## config.mk

```make
export PLATFORM = sky130hd
export DESIGN_NAME = clock_set_controller
export DESIGN_NICKNAME = d
export VERILOG_FILES = /design/src/rtl/clock_pkg.sv /design/src/rtl/button_conditioner.sv /design/src/rtl/clock_set_controller.sv
export SDC_FILE = /design/constraint.sdc
export NUM_CORES = 1
export LEC_CHECK = 0
export BUFFER_PORTS_ARGS = -buffer_cell sky130_fd_sc_hd__buf_2
export CAP_MARGIN = 0
export CORE_MARGIN = 8
export CORE_UTILIZATION = 50
export CTS_CLUSTER_SIZE = 10
export DETAILED_ROUTE_END_ITERATION = 6
export GPL_TIMING_DRIVEN = 0
export PLACE_DENSITY_LB_ADDON = 0.15
export SLEW_MARGIN = 20
export SYNTH_ARGS = -nofsm -noshare
export SYNTH_HDL_FRONTEND = slang
export SYNTH_SLANG_ARGS = --single-unit
```

## constraint.sdc

```tcl
create_clock -name clk -period 4.9 [get_ports clk]
set_input_delay 0.98 -clock clk [delete_from_list [all_inputs] [get_ports clk]]
set_output_delay 0.98 -clock clk [all_outputs]
set_load 0.005 [all_outputs]
```

## src/rtl/clock_pkg.sv

```systemverilog
// Shared definitions for the clock time-set sequencer and the display scanner.
package clock_pkg;

  // Width of the mode code seen by the display scanner.
  localparam int MODE_W = 2;

  // State / mode codes (11 is unused).
  localparam logic [MODE_W-1:0] ST_RUN      = 2'b00;
  localparam logic [MODE_W-1:0] ST_SET_HOUR = 2'b01;
  localparam logic [MODE_W-1:0] ST_SET_MIN  = 2'b10;

  typedef enum logic [MODE_W-1:0] {
    S_RUN      = ST_RUN,
    S_SET_HOUR = ST_SET_HOUR,
    S_SET_MIN  = ST_SET_MIN
  } state_e;

  // True in either of the two time-setting states.
  function automatic logic is_set_state(state_e s);
    return (s == S_SET_HOUR) || (s == S_SET_MIN);
  endfunction

endpackage

```

## src/rtl/button_conditioner.sv

```systemverilog
// Push-button conditioner: 2-flop synchroniser, stability debounce,
// rising-edge press pulse and optional auto-repeat while held.
module button_conditioner #(
  parameter int DEBOUNCE_CYCLES = 20000,
  parameter bit REPEAT_EN       = 1'b0,
  parameter int REPEAT_DELAY    = 5000000,
  parameter int REPEAT_PERIOD   = 2000000   // expected <= REPEAT_DELAY
) (
  input  logic clk,
  input  logic reset,
  input  logic btn_i,
  output logic press_o
);

  localparam int              DB_W    = $clog2(DEBOUNCE_CYCLES + 1);
  localparam logic [DB_W-1:0] DB_LAST = DB_W'(DEBOUNCE_CYCLES - 1);

  logic            sync1_q, sync2_q;
  logic            level_q, level_d;
  logic [DB_W-1:0] db_cnt_q, db_cnt_d;
  logic            rise;
  logic            repeat_fire;
  logic            press_q;

  // Debounce: count while the synchronised level differs from the accepted
  // level, accept it once it has stayed different for DEBOUNCE_CYCLES.
  always_comb begin
    // NOTE: every next-state value gets a default first, so no latch is inferred.
    level_d  = level_q;
    db_cnt_d = '0;
    rise     = 1'b0;
    if (sync2_q != level_q) begin
      if (db_cnt_q == DB_LAST) begin
        level_d = sync2_q;
        rise    = sync2_q;
      end else begin
        db_cnt_d = db_cnt_q + DB_W'(1);
      end
    end
  end

  generate
    if (REPEAT_EN) begin : g_repeat
      localparam int                HOLD_W     = $clog2(REPEAT_DELAY + 1);
      localparam logic [HOLD_W-1:0] DELAY_LAST = HOLD_W'(REPEAT_DELAY - 1);
      localparam logic [HOLD_W-1:0] PER_LAST   = HOLD_W'(REPEAT_PERIOD - 1);

      logic [HOLD_W-1:0] hold_q, hold_d;
      logic              rep_phase_q, rep_phase_d;
      logic              fire;

      // Hold timer: first repeat after REPEAT_DELAY, then every REPEAT_PERIOD;
      // cleared whenever the debounced level is low.
      always_comb begin
        hold_d      = '0;
        rep_phase_d = 1'b0;
        fire        = 1'b0;
        if (level_q) begin
          rep_phase_d = rep_phase_q;
          if (hold_q == (rep_phase_q ? PER_LAST : DELAY_LAST)) begin
            fire        = 1'b1;
            rep_phase_d = 1'b1;
          end else begin
            hold_d = hold_q + HOLD_W'(1);
          end
        end
      end

      // Hold timer registers.
      always_ff @(posedge clk) begin
        if (reset) begin
          hold_q      <= '0;
          rep_phase_q <= 1'b0;
        end else begin
          hold_q      <= hold_d;
          rep_phase_q <= rep_phase_d;
        end
      end

      assign repeat_fire = fire;
    end else begin : g_no_repeat
      assign repeat_fire = 1'b0;
    end
  endgenerate

  // Synchroniser, debounce state and the registered press pulse.
  always_ff @(posedge clk) begin
    // NOTE: sequential state is only ever written with non-blocking <=.
    if (reset) begin
      sync1_q  <= 1'b0;
      sync2_q  <= 1'b0;
      level_q  <= 1'b0;
      db_cnt_q <= '0;
      press_q  <= 1'b0;
    end else begin
      sync1_q  <= btn_i;
      sync2_q  <= sync1_q;
      level_q  <= level_d;
      db_cnt_q <= db_cnt_d;
      press_q  <= rise | repeat_fire;
    end
  end

  assign press_o = press_q;

endmodule

```

## src/rtl/clock_set_controller.sv

```systemverilog
// Time-set sequencer: RUN / SET_HOUR / SET_MIN mode FSM, set-mode timeout,
// blink phase and registered control pulses for the 12-hour clock core.
module clock_set_controller
  import clock_pkg::*;
#(
  parameter int DEBOUNCE_CYCLES = 20000,
  parameter int REPEAT_DELAY    = 5000000,
  parameter int REPEAT_PERIOD   = 2000000,
  parameter int TIMEOUT_HALF    = 20
) (
  input  logic              clk,
  input  logic              reset,
  input  logic              en,
  input  logic              btn_mode,
  input  logic              btn_inc,
  input  logic              tick_half,
  output logic              run_en,
  output logic              inc_hour,
  output logic              inc_min,
  output logic              clr_sec,
  output logic              blank_hour,
  output logic              blank_min,
  output logic [MODE_W-1:0] mode
);

  localparam int               TMO_W    = $clog2(TIMEOUT_HALF + 1);
  localparam logic [TMO_W-1:0] TMO_LAST = TMO_W'(TIMEOUT_HALF - 1);

  logic mode_press_raw, inc_press_raw;
  logic mode_press, inc_press;
  logic timeout_hit;

  state_e           state_q, state_d;
  logic [TMO_W-1:0] tmo_q, tmo_d;
  logic             blink_q, blink_d;
  logic             run_en_q, run_en_d;
  logic             inc_hour_q, inc_hour_d;
  logic             inc_min_q, inc_min_d;
  logic             clr_sec_q, clr_sec_d;
  logic             blank_hour_q, blank_hour_d;
  logic             blank_min_q, blank_min_d;

  button_conditioner #(
    .DEBOUNCE_CYCLES (DEBOUNCE_CYCLES),
    .REPEAT_EN       (1'b0),
    .REPEAT_DELAY    (REPEAT_DELAY),
    .REPEAT_PERIOD   (REPEAT_PERIOD)
  ) u_mode_btn (
    .clk     (clk),
    .reset   (reset),
    .btn_i   (btn_mode),
    .press_o (mode_press_raw)
  );

  button_conditioner #(
    .DEBOUNCE_CYCLES (DEBOUNCE_CYCLES),
    .REPEAT_EN       (1'b1),
    .REPEAT_DELAY    (REPEAT_DELAY),
    .REPEAT_PERIOD   (REPEAT_PERIOD)
  ) u_inc_btn (
    .clk     (clk),
    .reset   (reset),
    .btn_i   (btn_inc),
    .press_o (inc_press_raw)
  );

  // Presses while disabled are discarded; MODE wins over a same-cycle INC.
  assign mode_press  = mode_press_raw & en;
  assign inc_press   = inc_press_raw & en & ~mode_press;
  // A press in the same cycle cancels the timeout.
  assign timeout_hit = is_set_state(state_q) && tick_half && (tmo_q == TMO_LAST)
                       && !mode_press && !inc_press;

  // Next state, timeout count, blink phase and pulse requests.
  always_comb begin
    state_d    = state_q;
    tmo_d      = tmo_q;
    blink_d    = blink_q;
    inc_hour_d = 1'b0;
    inc_min_d  = 1'b0;
    clr_sec_d  = 1'b0;

    if (en) begin
      unique case (state_q)
        S_RUN: begin
          if (mode_press) state_d = S_SET_HOUR;
        end
        S_SET_HOUR: begin
          if (mode_press) begin
            state_d = S_SET_MIN;
          end else if (inc_press) begin
            inc_hour_d = 1'b1;
          end else if (timeout_hit) begin
            state_d   = S_RUN;
            clr_sec_d = 1'b1;
          end
        end
        S_SET_MIN: begin
          if (mode_press || timeout_hit) begin
            state_d   = S_RUN;
            clr_sec_d = 1'b1;
          end else if (inc_press) begin
            inc_min_d = 1'b1;
          end
        end
        default: state_d = S_RUN;
      endcase

      // Timeout count never passes TMO_LAST: the tick that would reach
      // TIMEOUT_HALF leaves the SET state and the count restarts at 0.
      if ((state_d != state_q) || !is_set_state(state_q) || mode_press || inc_press) begin
        tmo_d = '0;
      end else if (tick_half) begin
        tmo_d = tmo_q + TMO_W'(1);
      end

      if (state_d != state_q) begin
        blink_d = 1'b0;
      end else if (is_set_state(state_q) && tick_half) begin
        blink_d = ~blink_q;
      end
    end

    run_en_d     = en && (state_d == S_RUN);
    blank_hour_d = (state_d == S_SET_HOUR) && blink_d;
    blank_min_d  = (state_d == S_SET_MIN) && blink_d;
  end

  // State, counters and registered outputs.
  always_ff @(posedge clk) begin
    if (reset) begin
      state_q      <= S_RUN;
      tmo_q        <= '0;
      blink_q      <= 1'b0;
      run_en_q     <= 1'b1;
      inc_hour_q   <= 1'b0;
      inc_min_q    <= 1'b0;
      clr_sec_q    <= 1'b0;
      blank_hour_q <= 1'b0;
      blank_min_q  <= 1'b0;
    end else begin
      state_q      <= state_d;
      tmo_q        <= tmo_d;
      blink_q      <= blink_d;
      run_en_q     <= run_en_d;
      inc_hour_q   <= inc_hour_d;
      inc_min_q    <= inc_min_d;
      clr_sec_q    <= clr_sec_d;
      blank_hour_q <= blank_hour_d;
      blank_min_q  <= blank_min_d;
    end
  end

  assign run_en     = run_en_q;
  assign inc_hour   = inc_hour_q & en;
  assign inc_min    = inc_min_q & en;
  assign clr_sec    = clr_sec_q & en;
  assign blank_hour = blank_hour_q;
  assign blank_min  = blank_min_q;
  assign mode       = state_q;

endmodule

```

Word-level counts from Yosys, hierarchy flattened
Index checks and enable logic that the tools add are counted.

Add/subtract/negate cells: 4. Equality and inequality tests: 11. Mux-type cells: 24. Bitwise operators: 16. Reductions and logical operators: 29.

Operators with widths (number): adder 15 x 1 -> 15 bit (second input constant) (2); == test 15 bit (second input constant) (2); adder 23 x 1 -> 23 bit (second input constant) (1); == test 23 bit (1); 2-to-1 mux 23 bit (1); 2-to-1 mux 2 bit (7); 2-to-1 mux 1 bit (12); OR reduction 3 bit (4); 2-to-1 mux 5 bit (2); NOT 1 bit (9); OR reduction 4 bit (2); logical AND 1 bit (7); AND 1 bit (6); case mux 2 bit (3 select lines) (1); AND reduction 2 bit (3); adder 5 x 1 -> 5 bit (second input constant) (1); == test 5 bit (second input constant) (1); logical OR 1 bit (5); == test 2 x 1 -> 1 bit (second input constant) (2); == test 2 bit (second input constant) (2); logical NOT 2 bit (2); OR reduction 2 bit (2); logical NOT 1 bit (3); inequality test 1 bit (2); 4 further kinds (4).

Register bits: 76. Input port bits: 6. Output and inout bits: 8. Word-level logic and storage cells: 105.

Depth between registers and ports, before layout
Gate-level depths: netlist of the first run.

Depth in word-level cells: 17. Depth in mapped cells: 8. Gate-level depth less buffers: 8.

Cells and area by module
A second synthesis of the first run with hierarchy kept.

Cell total of the unflattened synthesis: 407. Area, all modules: 3759.9 µm².

Modules (own cells, without submodules): button_conditioner (u_inc_btn) (instances 1, cells an instance 219, area an instance 1993.2 µm², sequential area each 860.8 µm²); clock_set_controller (instances 1, cells an instance 107, area an instance 947.2 µm², sequential area each 280.3 µm²); button_conditioner (u_mode_btn) (instances 1, cells an instance 81, area an instance 819.5 µm², sequential area each 380.4 µm²).

Worst setup path after synthesis of the first run
OpenSTA, ideal clock, no wires.

Path type: input-to-reg. Start: input port tick_half. End: register tmo_q[3]. Setup time: 0.093 ns. Arrival: 2.399 ns. Required time: 4.807 ns. Slack: 2.408 ns. Stages: 7. Path buffers: 1. Cell sequence: buf_6 > and3b_1 > nand4_2 > nand3_2 > a2111oi_4 > nand2_2 > o311ai_2.

Longest elaborated chain between the ends: 15. Elaborated cells between the ends (all ways): 18. Classes of those cells: eq/ne (1); mux (7); reduce/logical (10).

Ends and longest elaborated chain: from (decl) (RTL line clock_set_controller.sv:16) `input logic tick_half,`; logical AND 1 bit (2 in a row) (RTL line clock_set_controller.sv:71) `assign timeout_hit = is_set_state(state_q) && tick_half && (tmo_q == TMO_LAST)`; logical AND 1 bit (2 in a row) (RTL line clock_set_controller.sv:72) `&& !mode_press && !inc_press;`; 2-to-1 mux 2 bit (RTL line clock_set_controller.sv:93) `end else if (timeout_hit) begin`; 2-to-1 mux 2 bit (RTL line clock_set_controller.sv:91) `end else if (inc_press) begin`; 2-to-1 mux 2 bit (RTL line clock_set_controller.sv:89) `if (mode_press) begin`; case mux 2 bit (3 select lines) (RTL line clock_set_controller.sv:84) `unique case (state_q)`; 2-to-1 mux 2 bit (RTL line clock_set_controller.sv:83) `if (en) begin`; inequality test 2 bit (RTL line clock_set_controller.sv:111) `if ((state_d != state_q) || !is_set_state(state_q) || mode_press || inc_press) begin`; logical OR 1 bit (3 in a row) (RTL line clock_set_controller.sv:111); nonzero test 2 bit (no line); AND reduction 2 bit (no line); to (signal assigned) (RTL line clock_set_controller.sv:143) `tmo_q <= tmo_d;`; to (decl) (RTL line clock_set_controller.sv:34) `logic [TMO_W-1:0] tmo_q, tmo_d;`.

Parallel ways exist; a longest one is shown, timed or not. The select of a mux whose other input is x is not followed. A chain may end at the register's enable or synchronous reset.

Worst setup path in the final report of the first run
Start: input port en. End: output port inc_hour.

Longest elaborated chain between the ends: 1.

Ends and longest elaborated chain: from (decl) (RTL line clock_set_controller.sv:13) `input logic en,`; AND 1 bit (RTL line clock_set_controller.sv:155) `assign inc_hour = inc_hour_q & en;`; to (decl) (RTL line clock_set_controller.sv:18) `output logic inc_hour,`.

Every way passes these cells.

==> results by group, run 1 <==
Timing
  – Hold WS: 0.436 ns
  – Final setup viols: 0
  – Period minus WS final: 2.63 ns
  – Final Hold Viols: 0
  – Relative slew slack: 0.275
  – Final setup TNS: 0 ns
  – Final Max Slew Viols: 0
  – Fin crit share: 0.537
  – Fmax: 0.380 GHz
  – Final Skew: 0.0132 ns
  – RSZ-0062 raised after global routing: no
  – Worst-Margin Slew: 1.08 ns

Synth
  – YS warnings: 0
  – Top cell type's share of synthesized area: 0.443
  – Mean Syn Cell Area: 8.93 um^2
  – Synth area leaders: dfxtp_1, nor2_1, xor2_1
  – Synth top cells by count: dfxtp_1, nor2_1, xor2_1
  – Most common cell in the synthesized netlist: dfxtp_1
  – Mapped Area: 0.00344 mm^2
  – Syn Inst Count: 385
  – Synth Net Count: 399
  – Main flop type after synthesis: dfxtp_1
  – Yosys cell types: 55
  – Cell taking the most area after synthesis: dfxtp_1
  – Async set-reset flop share out of synthesis: 0
  – Synthesis-stage register bit count: 76
  – Post-synth EDFFs: 0
  – Seq/Total Area, Yosys: 0.443

Die
  – Initial Util: 0.512
  – Die Wd: 98.9 um
  – DIE AREA: 0.00979 mm^2
  – Die Y: 98.9 um
  – # IOs: 14
  – Row count: 30
  – Core Box Area: 0.00672 mm^2

Clock tree
  – Hold buffer count at CTS: 0
  – Cts repair resizes: 0
  – Clk Tree Root Cell: clkbuf_8
  – CTS tree: yes
  – CTS Buffer Depth: 2
  – H-tree levels: 3
  – TritonCTS Buffers: 9
  – Worst skew pair latency: 0.35 ns
  – Clock Sinks: 76
  – Worst-path clk slew: 0.07 ns
  – Total setup buffers inserted after CTS: 0

Placement
  – DP Wirelength: 4180 um
  – GPL Wtd Cong: 0.802
  – PortBufs: 11

Worst setup path
  – CP Max Fanout: 10
  – Setup CP Type: in -> out
  – RR Startpoint: mode[0]
  – Worst Setup End Kind: output port
  – Startpoint Class: input pin
  – WP data arrival: 1.65 ns
  – Reg2reg path depth: 7
  – Worst reg2reg setup slack: 2.43 ns
  – Worst r2r dst: tmo_q[3]
  – CP Data Required Time: 3.92 ns

Pwr
  – Leak: 1.32 nW
  – Pwr/cell area: 305 mW/mm^2
  – Worst vdd ir: 194 uV

Detailed routing
  – Routed wl met3: 209 um
  – Via density: 5.12
  – Vias: 2,519
  – First DRT Iteration DRCs: 61
  – Drt first pass iters: 4
  – DRT antenna net count: 0
  – WL final: 5840 um
  – Met1 WL: 3080 um
  – DR DRC count: 0
  – Met2 WL: 2480 um
  – DR WL/cell: 11.9 um
  – Top routing layer used: met4

Layout
  – Fin util: 0.568
  – Antenna Cells: 0
  – Nets: 421
  – Layout cells sized above 1: 0.121
  – Area added between synthesis and finish: 11.0%

Job
  – Max Cap Viol: 0

GRT
  – First-pass GRT wire length: 10,300 um
  – Largest net degree at the start of global routing: 15
  – GRT overflow: 0
  – Initial antenna violation count: 0
  – Global Route Usage Sum: 0.127
  – Vias in the first global route: 2,382

Worst hold path
  – Hold WC Path Type: reg -> reg
  – Worst hold stages: 1
  – Worst hold start: u_inc_btn.db_cnt_q[0]
  – Worst Hold End: u_inc_btn.db_cnt_q[0]

Run status
  – Status: complete, no violations
==> final cells by class <==
class / count / area, um^2
clock buffers: 9 / 124
inverters: 10 / 37.5
repair buffers: 11 / 55.1
multi-input cells: 289 / 1830
fillers: 593 / 2900
clock inverters: 7 / 98.8
flip-flops and latches: 76 / 1520
well taps: 80 / 100
plain buffers: 10 / 50.0
==> cells by family (layout without fill, tap and decap cells) <==
logic type | count (synthesis) | count (layout) | synth area share
AO/OA/AOI/OAI | 26 | 26 | 0.0673
XOR/XNOR | 49 | 49 | 0.125
adder cells (fa/ha/maj) | 8 | 8 | 0.0291
buffers and inverters | 20 | 47 | 0.0255
flip-flops | 76 | 76 | 0.443
multiplexers | 3 | 3 | 0.00946
AND/OR/NAND/NOR | 203 | 203 | 0.301
==> per-stage QoR <==
stage	worst slack (ns)	area, um^2	power [mW]	std cells
after global routing	2.20	3820	1.21	492
after CTS	2.27	3820	1.18	492
after global placement	2.19	3590	0.652	476
after detailed placement	2.17	3590	0.652	476
final	2.27	3820	1.16	492
after floorplan	2.41	3440	0.646	385
==> critical path: stages <==
cell,delay (ns)
buf_2,0.17
buf_2,0.24
and2_1,0.15
buf_2,0.11
==> state kept, by name, indices dropped and copies added (netlist names), 2 cells and up <==
name,cells
mode,2
u_inc_btn.db_cnt_q,15
tmo_q,5
u_inc_btn.g_repeat.hold_q,23
u_mode_btn.db_cnt_q,15
==> metal layers <==
metal	global-route usage	up-vias
met3	0.0430	7
li1	-	1352
met4	0.0519	0
met5	0	-
met2	0.190	23
met1	0.163	1137
==> power breakdown <==
group | switching, mW | internal, mW
logic | 0.0101 | 0.00637
clock network | 0.237 | 0.289
registers | 0.00109 | 0.619
total | 0.248 | 0.915
==> placed cells by master (no fill, tap or decap), types with 3 or more instances in the layout <==
master,n
and2_1,7
nor2b_1,8
nor4b_1,4
nor3_1,6
nand3_1,25
nand2_1,29
or3_1,3
clkbuf_8,9
nand4_1,14
nor2_1,74
ha_1,8
nor4_1,4
clkbuf_1,4
inv_1,10
a22oi_1,4
dfxtp_1,76
a21oi_1,5
buf_2,15
and3_1,6
xor2_1,30
nand2b_1,4
xnor2_1,19
==> worst max path at each step <==
stage / endpoint / depth (start not counted) / startpoint / slack, ns
after floorplan: tmo_q[3] / 7 / tick_half / 2.41
after global placement: tmo_q[4] / 7 / en / 2.19
after detailed placement: tmo_q[3] / 7 / en / 2.17
after CTS: inc_hour / 4 / en / 2.27
after global routing: inc_hour / 4 / en / 2.20
final: inc_hour / 4 / en / 2.27
No activity file was read; power rests on OpenSTA's default activity.
==> run 2, diff against run 1 <==
Clock period 4.9 ns to 2.45 ns, I/O delays scaled along.
==> results by group, run 2 (synthesis results as in run 1) <==
Worst setup path
  – Critical-path top delay cell: a2111oi_4
  – CP bufs+invs: 1 (-2)
  – Startpoint Class: register
  – CP Data Required Time: 2.70 ns (-1.22 ns)
  – CP Max Fanout: 6 (-4)
  – Worst Setup End Kind: register
  – Setup CP Type: reg -> reg
  – Crit path cell chain: inv_1 -> ha_1 -> nand4_2 -> nand3_2 -> a2111oi_4 -> nand2_2 -> o311ai_2
  – Cell family with the largest share of critical-path delay: compound AO/OA/AOI/OAI gates
  – WP data arrival: 2.50 ns (+0.85 ns)
  – Crit path largest cell delay: 0.50 ns (+0.26 ns)

Timing
  – Period minus WS final: 2.25 ns
  – RSZ-0062 raised after global routing: no
  – Final Skew: 0.0132 ns (-0.0000760 ns)
  – Fmax: 0.445 GHz
  – Hold WS: 0.354 ns (-0.0813 ns)
  – Final setup TNS: 0 ns (unchanged)
  – Final setup viols: 0 (unchanged)
  – Worst-Margin Slew: 1.07 ns (-0.00784 ns)
  – Final Hold Viols: 0 (unchanged)
  – Final Max Slew Viols: 0 (unchanged)
  – Setup WS post-layout: 0.201 ns (-2.07 ns)
  – Fin crit share: 0.918
  – Relative slew slack: 0.280 (+0.00527)

Layout
  – Final Non-Filler Cells: 493 (+0.20%)
  – Largest register FFs: 23 (unchanged)
  – Multi-input gate area: 0.00183 mm^2 (unchanged)
  – Antenna Cells: 0 (unchanged)
  – Commonest non-fill, non-tap cell in the layout: dfxtp_1
  – Nets: 422 (+0.24%)
  – Post-route cell area: 0.00382 mm^2 (+0.23%)
  – # fillers: 591 (-0.34%)
  – FF/Latch Area: 0.00152 mm^2 (about the same)
  – Largest Register: u_inc_btn.g_repeat.hold_q
  – Biggest regs: u_inc_btn.g_repeat.hold_q x23, u_inc_btn.db_cnt_q x15, u_mode_btn.db_cnt_q x15
  – Fin util: 0.569 (+0.00130)
  – Most frequent cells in the layout: dfxtp_1, nor2_1, xor2_1, nand2_1, nand3_1
  – Area added between synthesis and finish: 11.2%
  – Layout cells sized above 1: 0.126 (+0.00455)

Detailed routing
  – Vias: 2,540 (+0.83%)
  – DRT antenna net count: 0 (unchanged)
  – WL final: 5820 um (-0.39%)
  – DR DRC count: 0 (unchanged)
  – First DRT Iteration DRCs: 74 (+21%)
  – Drt first pass iters: 4 (unchanged)
  – Via density: 5.15 (+0.63%)
  – DR WL/cell: 11.8 um (-0.60%)

Pwr
  – Worst vdd ir: 387 uV (+100%)
  – Pwr/cell area: 607 mW/mm^2 (+99%)
  – Tot Pwr: 2.32 mW (+100%)
  – Leak: 1.32 nW (+0.44%)

Die
  – # IOs: 14 (unchanged)
  – Die Y: 98.9 um (unchanged)
  – Core Box Area: 0.00672 mm^2 (unchanged)
  – DIE AREA: 0.00979 mm^2 (unchanged)
  – Row count: 30 (unchanged)
  – Die Wd: 98.9 um (unchanged)
  – Initial Util: 0.512 (unchanged)

GRT
  – GRT overflow: 0 (unchanged)
  – Vias in the first global route: 2,382 (unchanged)
  – Initial antenna violation count: 0 (unchanged)
  – Global Route Usage Sum: 0.127 (unchanged)
  – First-pass GRT wire length: 10,300 um (unchanged)
  – Largest net degree at the start of global routing: 15 (unchanged)

Clock tree
  – TritonCTS Buffers: 9 (unchanged)
  – CTS Buffer Depth: 2 (unchanged)
  – Hold buffer count at CTS: 0 (unchanged)
  – Worst skew pair latency: 0.35 ns (about the same)
  – H-tree levels: 3 (unchanged)
  – Clk Tree Root Cell: clkbuf_8
  – Worst-path clk slew: 0.08 ns (about the same)
  – CTS tree: yes
  – Clock Sinks: 76 (unchanged)

Worst hold path
  – Hold WC Path Type: in -> reg

Job
  – Max Cap Viol: 0 (unchanged)

Placement
  – GPL Wtd Cong: 0.802 (unchanged)
  – PortBufs: 11 (unchanged)
  – DP Area: 0.00359 mm^2 (unchanged)
  – Placed Instances: 476 (unchanged)
  – Post-placement setup slack: 0.00131 ns (-2.17 ns)
  – DP Wirelength: 4180 um (unchanged)

Run status
  – Status: complete, no violations
## run 2: worst paths after layout
path                           endpoint  slack, ns  cells after the start                  start
setup / recovery               tmo_q[3]       0.20                      7                mode[1]
hold / removal        u_inc_btn.sync1_q       0.35                      2                btn_inc
setup reg to reg               tmo_q[3]       0.20                      7                mode[1]
hold reg to reg   u_inc_btn.db_cnt_q[0]       0.44                      1  u_inc_btn.db_cnt_q[0]
## run 2: what timing repair did
action | 4_1_cts | 5_1_grt
setup endpoints to repair | 2 | 6
buffers inserted | 0 | 1
gates resized for setup | 0 | 1
endpoints found under the hold margin | 0 | 0
cloned | 0 | 0
pin swaps | 1 | 1
## run 2: power breakdown
group          leakage, nW  switching, mW  internal [mW]
sequential           0.614        0.00217           1.24
clock                0.110          0.471          0.578
combinational        0.600         0.0200         0.0127
total                 1.32          0.494           1.83
## run 2: cell type report
cell class	count	area share
clock inverters	7	0.0258
inverters	10	0.00981
flip-flops and latches	76	0.398
repair buffers	12	0.0164
plain buffers	10	0.0131
clock buffers	9	0.0324
well taps	80	0.0262
multi-input cells	289	0.478
## run 2: per-layer routing
layer,track usage,up-vias,share of wire
li1,-,1355,-
met2,0.190,27,0.43
met1,0.163,1149,0.52
met5,0,-,0
met4,0.0519,0,0.013
met3,0.0430,9,0.035
## run 2: worst register-to-register path, stage by stage, from the launching register on
cell and delay, ns:
dfxtp_1 0.44, inv_1 0.13, ha_1 0.38, nand4_2 0.16, nand3_2 0.15, a2111oi_4 0.50, nand2_2 0.14, o311ai_2 0.26
==> run 3, diff against run 2 <==
Settings changed: BUFFER_PORTS_ARGS -buffer_cell sky130_fd_sc_hd__buf_2 to not set, DONT_BUFFER_PORTS set to 1.
==> results by group, run 3 (synthesis results as in run 1) <==
Layout
  – Layout cells sized above 1: 0.107 (-0.0189)
  – Final Non-Filler Cells: 482 (-2.2%)
  – Most frequent cells in the layout: nor2_1, dfxtp_1, xor2_1, nand2_1, nand3_1
  – Antenna Cells: 0 (unchanged)
  – Area added between synthesis and finish: 9.61%
  – Fin util: 0.561 (-0.00838)
  – Nets: 412 (-2.4%)
  – Largest Register: u_inc_btn.g_repeat.hold_q
  – Biggest regs: u_inc_btn.g_repeat.hold_q x23, u_inc_btn.db_cnt_q x15, u_mode_btn.db_cnt_q x15
  – Largest register FFs: 23 (unchanged)

Detailed routing
  – WL final: 6080 um (+4.6%)
  – Vias: 2,518 (-0.87%)
  – Via density: 5.22 (+1.4%)
  – DRT antenna net count: 0 (unchanged)
  – First DRT Iteration DRCs: 62 (-16%)
  – DR WL/cell: 12.6 um (+6.9%)
  – Drt first pass iters: 4 (unchanged)
  – DR DRC count: 0 (unchanged)

Worst setup path
  – Critical-path top delay cell: a221oi_2
  – Setup CP Type: reg -> reg
  – Startpoint Class: register
  – Reg2reg path depth: 8 (+1)
  – Worst r2r dst: tmo_q[0]
  – CP bufs+invs: 2 (+1)
  – WP data arrival: 2.50 ns (about the same)
  – RR Startpoint: mode[0]
  – Crit path largest cell delay: 0.45 ns (-0.05 ns)
  – Worst Setup End Kind: register
  – Crit path cell chain: inv_1 -> ha_2 -> nand4_1 -> a221oi_2 -> a2111oi_4 -> buf_4 -> a22oi_1 -> o21ai_0
  – Cell family with the largest share of critical-path delay: compound AO/OA/AOI/OAI gates
  – Crit path depth: 8 (+1)
  – CP Max Fanout: 6 (unchanged)
  – Crit. Startpoint: mode[0]
  – CP Data Required Time: 2.68 ns (-0.02 ns)
  – Worst reg2reg setup slack: 0.18 ns (-0.02 ns)

Die
  – Row count: 30 (unchanged)
  – # IOs: 14 (unchanged)
  – Core Box Area: 0.00672 mm^2 (unchanged)
  – DIE AREA: 0.00979 mm^2 (unchanged)
  – Initial Util: 0.512 (unchanged)
  – Die Wd: 98.9 um (unchanged)
  – Die Y: 98.9 um (unchanged)

Clock tree
  – TritonCTS Buffers: 9 (unchanged)
  – Worst skew pair latency: 0.34 ns (about the same)
  – CTS tree: yes
  – Clock Sinks: 76 (unchanged)
  – Clk Tree Root Cell: clkbuf_8
  – CTS Buffer Depth: 2 (unchanged)
  – H-tree levels: 3 (unchanged)
  – Worst-path clk slew: 0.08 ns (about the same)

Worst hold path
  – Worst hold stages: 1 (-1)
  – Worst Hold End: u_mode_btn.sync1_q
  – Hold WC Path Type: in -> reg
  – Worst hold start: btn_mode

Placement
  – GPL Wtd Cong: 0.809 (+0.85%)
  – Placed Instances: 465 (-2.3%)
  – DP Wirelength: 4230 um (+1.2%)
  – PortBufs: 0 (-11)

GRT
  – Largest net degree at the start of global routing: 13 (-2)
  – Global Route Usage Sum: 0.137 (+0.0102)
  – GRT overflow: 0 (unchanged)
  – Vias in the first global route: 2,448 (+2.8%)
  – First-pass GRT wire length: 11,000 um (+7.0%)
  – Initial antenna violation count: 0 (unchanged)

Pwr
  – Tot Pwr: 2.27 mW (-2.4%)
  – Pwr/cell area: 602 mW/mm^2 (-0.94%)
  – Worst vdd ir: 361 uV (-6.7%)
  – Leak: 1.26 nW (-4.4%)

Timing
  – Final Max Slew Viols: 0 (unchanged)
  – Fin crit share: 0.926 (+0.00800)
  – Final Hold Viols: 0 (unchanged)
  – Final Skew: 0.00473 ns (-0.00844 ns)
  – Worst-Margin Slew: 1.00 ns (-0.0653 ns)
  – Period minus WS final: 2.27 ns (+0.0196 ns)
  – Final setup viols: 0 (unchanged)
  – Final setup TNS: 0 ns (unchanged)
  – RSZ-0062 raised after global routing: no
  – Hold WS: 0.272 ns (-0.0824 ns)
  – Fmax: 0.441 GHz (-0.86%)
  – Relative slew slack: 0.324 (+0.0440)

Job
  – Max Cap Viol: 0 (unchanged)

Run status
  – Status: complete, no violations
==> run 3: cell types whose count changed in the layout (fill, tap and decap cells not counted) <==
cell,before,now
buf_2,15,4
ha_1,8,7
ha_2,0,1
dfxtp_1,75,74
clkinvlp_4,1,2
clkinv_4,2,0
clkinv_2,1,0
dfxtp_2,1,2
bufinv_16,2,1
inv_6,1,0
buf_4,1,2
clkbuf_8,9,12
==> run 3: per-stage QoR <==
stage | area (um^2) | setup slack, ns
6_report | 3770 | 0.182
4_1_cts | 3760 | 0.00506
5_1_grt | 3770 | 0.0299
3_3_place_gp | 3540 | -0.0656
3_5_place_dp | 3540 | -0.0603
2_1_floorplan | 3440 | 0.281
==> run 3: worst max path at each step <==
stage | slack [ns] | end
after floorplan | 0.28 | tmo_q[3]
after global placement | -0.07 | tmo_q[4]
after detailed placement | -0.06 | tmo_q[3]
after CTS | 0.005 | tmo_q[0]
after global routing | 0.03 | tmo_q[0]
final | 0.18 | tmo_q[0]
==> run 3: where the power goes <==
part / internal (mW) / leakage [nW] / switching (mW) / total, mW
clock: 0.549 / 0.101 / 0.450 / 0.999
sequential: 1.24 / 0.614 / 0.00249 / 1.24
combinational: 0.0106 / 0.550 / 0.0171 / 0.0277
total: 1.80 / 1.26 / 0.470 / 2.27
==> run 3: cell type report <==
type	instances	area (um^2)
Clock buffer	12	165
Inverter	10	37.5
Tap cell	80	100
Sequential cell	76	1520
Buffer	10	50.0
Timing Repair Buffer	2	15.0
Multi-Input combinational cell	289	1830
Fill cell	643	2950
Clock inverter	3	45.0
==> run 3: layer usage <==
| layer | vias up | GRT usage | share of wire |
|---|---|---|---|
| met5 | - | 0 | 0 |
| li1 | 1336 | - | - |
| met3 | 8 | 0.0430 | 0.041 |
| met1 | 1143 | 0.173 | 0.50 |
| met4 | 0 | 0.0602 | 0.013 |
| met2 | 31 | 0.209 | 0.44 |
==> run 3: worst reg2reg max path, cell delays in order (launching register included) <==
cell and delay, ns:
dfxtp_2 0.42, inv_1 0.14, ha_2 0.40, nand4_1 0.22
a221oi_2 0.45, a2111oi_4 0.13, buf_4 0.18, a22oi_1 0.14
o21ai_0 0.09
==> run 3: what timing repair did <==
item,CTS,global route
pin swaps,1,2
setup buffers,2,0
hold endpoints to repair,0,0
endpoints found under the setup margin,2,7
resized for setup,0,3
hold buffers,0,0
